**src/rtl/vrased_pkg.sv**
```systemverilog
// Shared constants for the VRASED violation reset sequencer: monitor indices,
// special cause codes and the sequencer state encoding.
package vrased_pkg;

    localparam int unsigned NUM_SRC = 6;

    localparam logic [2:0] SRC_XSTACK     = 3'd0;
    localparam logic [2:0] SRC_AC         = 3'd1;
    localparam logic [2:0] SRC_ATOMICITY  = 3'd2;
    localparam logic [2:0] SRC_DMA_AC     = 3'd3;
    localparam logic [2:0] SRC_DMA_DETECT = 3'd4;
    localparam logic [2:0] SRC_DMA_XSTACK = 3'd5;
    localparam logic [2:0] SRC_TIMEOUT    = 3'd6;
    localparam logic [2:0] SRC_NONE       = 3'd7;

    localparam logic [6:0] MASK_TIMEOUT = 7'h40;
    localparam logic [7:0] CNT_MAX      = 8'hFF;

    typedef enum logic [1:0] {
        IDLE    = 2'd0,
        ASSERT  = 2'd1,
        WAIT_PC = 2'd2
    } state_e;

endpackage

```
**src/rtl/vrased_prio_enc.sv**
```systemverilog
// Lowest-index-first priority encoder over the monitor violation flags;
// returns SRC_NONE when no flag is set.
module vrased_prio_enc
    import vrased_pkg::*;
(
    input  logic [NUM_SRC-1:0] vec_i,
    output logic [2:0]         idx_o
);

    // Scan from the top down so the lowest set bit is the last one written.
    always_comb begin
        idx_o = SRC_NONE;
        for (int unsigned i = NUM_SRC; i > 0; i--) begin
            if (vec_i[i-1]) begin
                idx_o = 3'(i - 1);
            end
        end
    end

endmodule

```
**src/rtl/vrased_reset_seq.sv**
```systemverilog
// VRASED violation reset sequencer: holds the MCU in reset after a monitor
// violation, supervises the reboot PC, and records causes for software.
module vrased_reset_seq
    import vrased_pkg::*;
#(
    parameter logic [15:0] RESET_HANDLER = 16'h0000,
    parameter logic [7:0]  HOLD_CYCLES   = 8'd4,
    parameter logic [15:0] BOOT_TIMEOUT  = 16'd64
) (
    input  logic        clk,
    input  logic        reset,
    input  logic [15:0] pc,
    input  logic [5:0]  viol,
    input  logic        cause_clr,
    output logic        sys_reset,
    output logic [2:0]  first_cause,
    output logic [6:0]  cause_mask,
    output logic [7:0]  viol_cnt,
    output logic        busy
);

    localparam logic [15:0] HOLD_LAST = {8'h00, HOLD_CYCLES} - 16'd1;
    localparam logic [15:0] BOOT_LAST = BOOT_TIMEOUT - 16'd1;

    state_e      state_q, state_d;
    logic [15:0] timer_q, timer_d;
    logic [2:0]  first_q, first_d;
    logic [6:0]  mask_q,  mask_d;
    logic [7:0]  cnt_q,   cnt_d;

    logic        viol_any;
    logic        entry;
    logic        timeout;
    logic [2:0]  enc_idx;
    logic [2:0]  first_base;
    logic [6:0]  mask_base;
    logic [7:0]  cnt_base;

    assign viol_any = |viol;

    vrased_prio_enc u_prio_enc (
        .vec_i (viol),
        .idx_o (enc_idx)
    );

    always_ff @(posedge clk or posedge reset) begin
        if (reset) begin
            state_q <= IDLE;
            timer_q <= '0;
            first_q <= SRC_NONE;
            mask_q  <= '0;
            cnt_q   <= '0;
        end else begin
            state_q <= state_d;
            timer_q <= timer_d;
            first_q <= first_d;
            mask_q  <= mask_d;
            cnt_q   <= cnt_d;
        end
    end

    always_comb begin
        state_d = state_q;
        entry   = 1'b0;
        timeout = 1'b0;
        case (state_q)
            IDLE: begin
                if (viol_any) begin
                    state_d = ASSERT;
                    entry   = 1'b1;
                end
            end
            ASSERT: begin
                if (timer_q == HOLD_LAST) begin
                    state_d = WAIT_PC;
                end
            end
            WAIT_PC: begin
                if (viol_any) begin
                    state_d = ASSERT;
                    entry   = 1'b1;
                end else if (pc == RESET_HANDLER) begin
                    state_d = IDLE;
                end else if (timer_q == BOOT_LAST) begin
                    state_d = ASSERT;
                    entry   = 1'b1;
                    timeout = 1'b1;
                end
            end
            default: begin
                state_d = IDLE;
            end
        endcase

        // Timer restarts on any transition and idles at zero.
        if (state_d != state_q || state_q == IDLE) begin
            timer_d = '0;
        end else begin
            timer_d = timer_q + 16'd1;
        end
    end

    // A clear in the same cycle as an event wipes the old record first.
    always_comb begin
        first_base = cause_clr ? SRC_NONE : first_q;
        mask_base  = cause_clr ? 7'h00    : mask_q;
        cnt_base   = cause_clr ? 8'h00    : cnt_q;

        first_d = first_base;
        mask_d  = mask_base;
        cnt_d   = cnt_base;

        if (state_q == ASSERT) begin
            mask_d = mask_d | {1'b0, viol};
        end

        if (entry) begin
            mask_d = mask_d | (timeout ? MASK_TIMEOUT : {1'b0, viol});
            if (first_base == SRC_NONE) begin
                first_d = timeout ? SRC_TIMEOUT : enc_idx;
            end
            if (cnt_base != CNT_MAX) begin
                cnt_d = cnt_base + 8'd1;
            end
        end
    end

    assign sys_reset   = (state_q == ASSERT);
    assign busy        = (state_q != IDLE);
    assign first_cause = first_q;
    assign cause_mask  = mask_q;
    assign viol_cnt    = cnt_q;

endmodule

```
**config.mk**
```make
export PLATFORM = sky130hd
export DESIGN_NAME = vrased_reset_seq
export DESIGN_NICKNAME = d
export VERILOG_FILES = /design/src/rtl/vrased_pkg.sv /design/src/rtl/vrased_prio_enc.sv /design/src/rtl/vrased_reset_seq.sv
export SDC_FILE = /design/constraint.sdc
export NUM_CORES = 1
export LEC_CHECK = 0
export ABC_CLOCK_PERIOD_IN_PS = 2300
export CAP_MARGIN = 20
export CORE_UTILIZATION = 44
export DETAILED_ROUTE_END_ITERATION = 8
export PLACE_DENSITY = 0.73
export SETUP_SLACK_MARGIN = 0.3
export SLEW_MARGIN = 0
export SYNTH_ARGS = -nofsm -noshare
export SYNTH_HDL_FRONTEND = slang
export SYNTH_HIERARCHICAL = 1
export SYNTH_SLANG_ARGS = --single-unit
```
**constraint.sdc**
```tcl
create_clock -name clk -period 2.3 [get_ports clk]
set_input_delay 0.46 -clock clk [delete_from_list [all_inputs] [get_ports clk]]
set_output_delay 0.46 -clock clk [all_outputs]
set_load 0.02 [all_outputs]
```
==> PnR_summary.wiki, run 1 <==
{| class="wikitable"
! Metric !! Value
|-
| Run status || complete, but fails checks
|-
| Failing checks || negative setup slack
|-
| Filler cells || 308
|-
| Synth-to-layout area growth || 50.2%
|-
| Buffers added on ports || 44
|-
| Synthesized netlist net count || 210
|-
| Count of hold buffers inserted by post-cts repair || 0
|-
| Share of the core filled with cells || 69.8%
|-
| Syn Inst Count || 183
|-
| TritonCTS clock tree || built
|-
| FP Rows || 23
|-
| Area of the multi-input gates || 977 um^2
|-
| Clock group share of total power || 20.1%
|-
| Worst-path maximum fanout || 5
|-
| Final hold viol count || 0
|-
| Endpoint kind of the worst setup timing path || register
|-
| I/O pin cnt || 45
|-
| Die area || 4520 um^2
|-
| Maximum number of pins on one net before global-route repair || 37
|-
| Overall overflow remaining after global route || 0
|-
| Total net switching power || 0.000746 W
|-
| Total Power Consumption || 0.00228 W
|-
| Routed WL || 4400 um
|-
| Seq pwr share || 37.0%
|-
| Core Box Area || 4030 um^2
|-
| Leakage power || 1.26 nW
|-
| Post-synthesis sequential element count || 36
|-
| Die boundary height || 67.2 um
|-
| Antenna violation net count after detailed routing || 0
|-
| Number of max-slew violations in the final report || 0
|-
| Cell-internal power || 0.00153 W
|-
| Startpoint type of the worst setup path || register
|-
| Worst-skew pair later-pin latency || 0.29 ns
|-
| Drc violations || 0
|-
| Data arrival at the endpoint of the critical path || 2.65 ns
|-
| Ratio of cells with drive above 1 in the final layout || 25.1%
|-
| Synth warn || 6
|-
| Total power divided by cell area || 810 nW/um^2
|-
| CTS buffer count || 5
|-
| Count of routing violations after the opening detailed-route iteration || 94
|-
| Clock slew at reported path FFs || 0.07 ns
|-
| Switching part of the total power || 32.8%
|-
| Wire length of the first global-routing pass || 7340 um
|-
| Initial Utilization || 46.4%
|-
| Final setup vio count || 14
|-
| Initial antenna violation count || 0
|-
| DIE WIDTH || 67.2 um
|-
| Final Cycle Share || 108%
|-
| Total GRT Usage || 21.9%
|-
| Wire per inst || 13.9 um
|-
| Max Cap Viol || 0
|-
| Fraction of power consumed by combinational cells || 43.0%
|-
| Post-synth cell types || 45
|-
| Total area of sequential cells || 905 um^2
|-
| Worst EP required || 2.47 ns
|-
| Commonest non-fill, non-tap cell in the layout || sky130_fd_sc_hd__clkdlybuf4s50_1
|-
| Library cell used as clock root buffer || sky130_fd_sc_hd__clkbuf_8
|-
| Number of diodes added for antenna fixing || 0
|-
| Worst Hold Class || reg2reg
|-
| H-tree lvl count || 2
|-
| Worst-Margin Slew || 0.447 ns
|-
| DRT Pass-1 Iters || 4
|-
| Total number of nets in the final design || 293
|-
| Period minus WS final || 2.48 ns
|-
| Clock sink total || 36
|-
| VDD IR-drop max || 562 uV
|-
| Vias in the first global route || 1642
|-
| Number of buffers on the longest clock path || 2
|-
| Synthesized cell area || 1870 um^2
|-
| Worst Setup Slack, final || -0.176 ns
|-
| Vias per cell || 5.23
|-
| Syn_area_per_cell || 10.2 um^2
|-
| Vias after detailed routing || 1658
|-
| GPL Wtd Cong || 0.809
|-
| Worst clock skew on the final layout || 0.00509 ns
|-
| Max_slew headroom || 70.2%
|-
| Start-to-end type of the worst setup path || reg2reg
|-
| Leading cell types in the layout, fill and taps excluded || sky130_fd_sc_hd__clkdlybuf4s50_1 (42), sky130_fd_sc_hd__dfrtp_1 (33), sky130_fd_sc_hd__buf_4 (30)
|-
| Part of the Yosys area used for sequential elements || 48.4%
|-
| Maximum clock frequency || 0.404 GHz
|-
| RSZ-0062 raised after global routing || yes
|-
| HPWL after DPL || 3060 um
|}
==> synth_stat cells (all sizes together) <==
master | instances | area, um^2
and3 | 3 | 18.8
or2 | 2 | 12.5
a211oi | 1 | 7.51
o31a | 1 | 8.76
clkbuf | 2 | 7.51
nor2 | 26 | 97.6
a31oi | 2 | 12.5
ha | 2 | 25.0
inv | 5 | 18.8
xnor2 | 6 | 52.6
nor3 | 3 | 15.0
nand2b | 2 | 12.5
or4 | 3 | 30.0
clkinv | 1 | 3.75
dfstp | 3 | 78.8
xor2 | 9 | 78.8
dfrtp | 33 | 826
a221oi | 1 | 15.0
o32a | 1 | 10.0
a21oi | 7 | 35.0
buf | 2 | 16.3
o21ai | 1 | 5.00
o31ai | 1 | 21.3
nor3b | 1 | 7.51
nor2b | 8 | 50.1
a32oi | 1 | 8.76
or4b | 1 | 10.0
nand2 | 13 | 48.8
mux2i | 1 | 10.0
nand3 | 7 | 40.0
or3 | 1 | 6.26
a21o | 1 | 7.51
and2 | 3 | 18.8
nand4 | 6 | 52.6
nor4 | 7 | 43.8
a22o | 7 | 61.3
mux2 | 4 | 52.6
and4 | 4 | 35.0
a41oi | 1 | 8.76
==> worst max-delay path: stages, from the launching register on <==
cell	delay [ns]
sky130_fd_sc_hd__dfrtp_1	0.37
sky130_fd_sc_hd__ha_2	0.20
sky130_fd_sc_hd__or4b_4	0.47
sky130_fd_sc_hd__or4_4	0.45
sky130_fd_sc_hd__o31ai_4	0.31
sky130_fd_sc_hd__and4_1	0.26
sky130_fd_sc_hd__mux2_4	0.30
==> routing by layer <==
| metal | global-route usage, % | up-vias | routed length, um | part of all wire [%] |
|---|---|---|---|---|
| li1 | - | 820 | - | - |
| met5 | 0 | - | 0 | 0 |
| met3 | 5.24 | 9 | 179 | 4.1 |
| met4 | 8.24 | 0 | 63 | 1.4 |
| met1 | 25.8 | 785 | 1910 | 44 |
| met2 | 38.3 | 44 | 2240 | 51 |
==> power by group through the flow <==
stage | sequential [W] | clock [W] | combinational (W)
6_report | 0.000842 | 0.000457 | 0.000979
5_1_grt | 0.000858 | 0.000502 | 0.00105
4_1_cts | 0.000840 | 0.000474 | 0.000976
3_5_place_dp | 0.000851 | 0 | 0.000842
3_3_place_gp | 0.000846 | 0 | 0.000827
2_1_floorplan | 0.000912 | 0 | 0.000364
==> final timing paths <==
| check | start | endpoint | slack, ns | cells past startpoint |
|---|---|---|---|---|
| setup / recovery | timer_q[1] | viol_cnt[3] | -0.18 | 6 |
| hold / removal | cause_mask[3] | cause_mask[3] | 0.51 | 1 |
| setup reg to reg | timer_q[1] | viol_cnt[3] | -0.18 | 6 |
| hold reg to reg | cause_mask[3] | cause_mask[3] | 0.51 | 1 |
| max in group asynchronous | reset | first_cause[0] | 1.39 | 3 |
| min in group asynchronous | reset | viol_cnt[2] | 0.57 | 3 |
==> registers in the layout (all words and copies together) (netlist names) <==
register and count:
viol_cnt 8, state_q 2, first_cause 3, timer_q 16, cause_mask 7
==> repair_timing <==
item,4_1_cts,5_1_grt
gates cloned,1,0
pin swaps,3,4
hold endpoints to repair,0,0
endpoints found under the setup margin,29,29
gates resized for setup,10,9
setup buffers,2,0
==> area by class of cell <==
class | instances | share of cell area (%)
Clock buffer | 8 | 3.21
Tap cell | 50 | 2.23
Inverter | 6 | 0.801
Multi-Input combinational cell | 137 | 34.8
Timing Repair Buffer | 80 | 26.8
Sequential cell | 36 | 32.2
==> through the flow <==
step	cell area [um^2]	hold slack (ns)	cells	setup TNS (ns)	worst slack, ns
final	2810	0.515	317	-0.798	-0.176
after global routing	2810	0.533	317	-1.69	-0.229
after CTS	2780	0.516	317	-0.997	-0.143
after detailed placement	2620	0.497	306	-0.482	-0.142
after global placement	2620	0.493	306	-0.403	-0.126
after floorplan	1880	0.451	183	-0.108	-0.0490
==> kinds of logic (layout without fill, tap and decap cells) <==
logic type	Yosys count	after routing	synth area share (%)
DFF	36	36	48.4
and+or+nand+nor	90	90	26.7
xor gates and xnor gates	15	15	7.02
adders and majority gates	2	2	1.34
buffers and inverters	10	94	2.47
muxes	5	5	3.34
AOI/OAI and AO/OA	25	25	10.8
Note: power is estimated with default switching activity, not from simulation.
==> inputs of run 2 (changes only) <==
CTS_CLUSTER_SIZE = 20   (was not set)
==> results of run 2 <==
The final DEF is identical to that of run 1; final timing and power are the same.
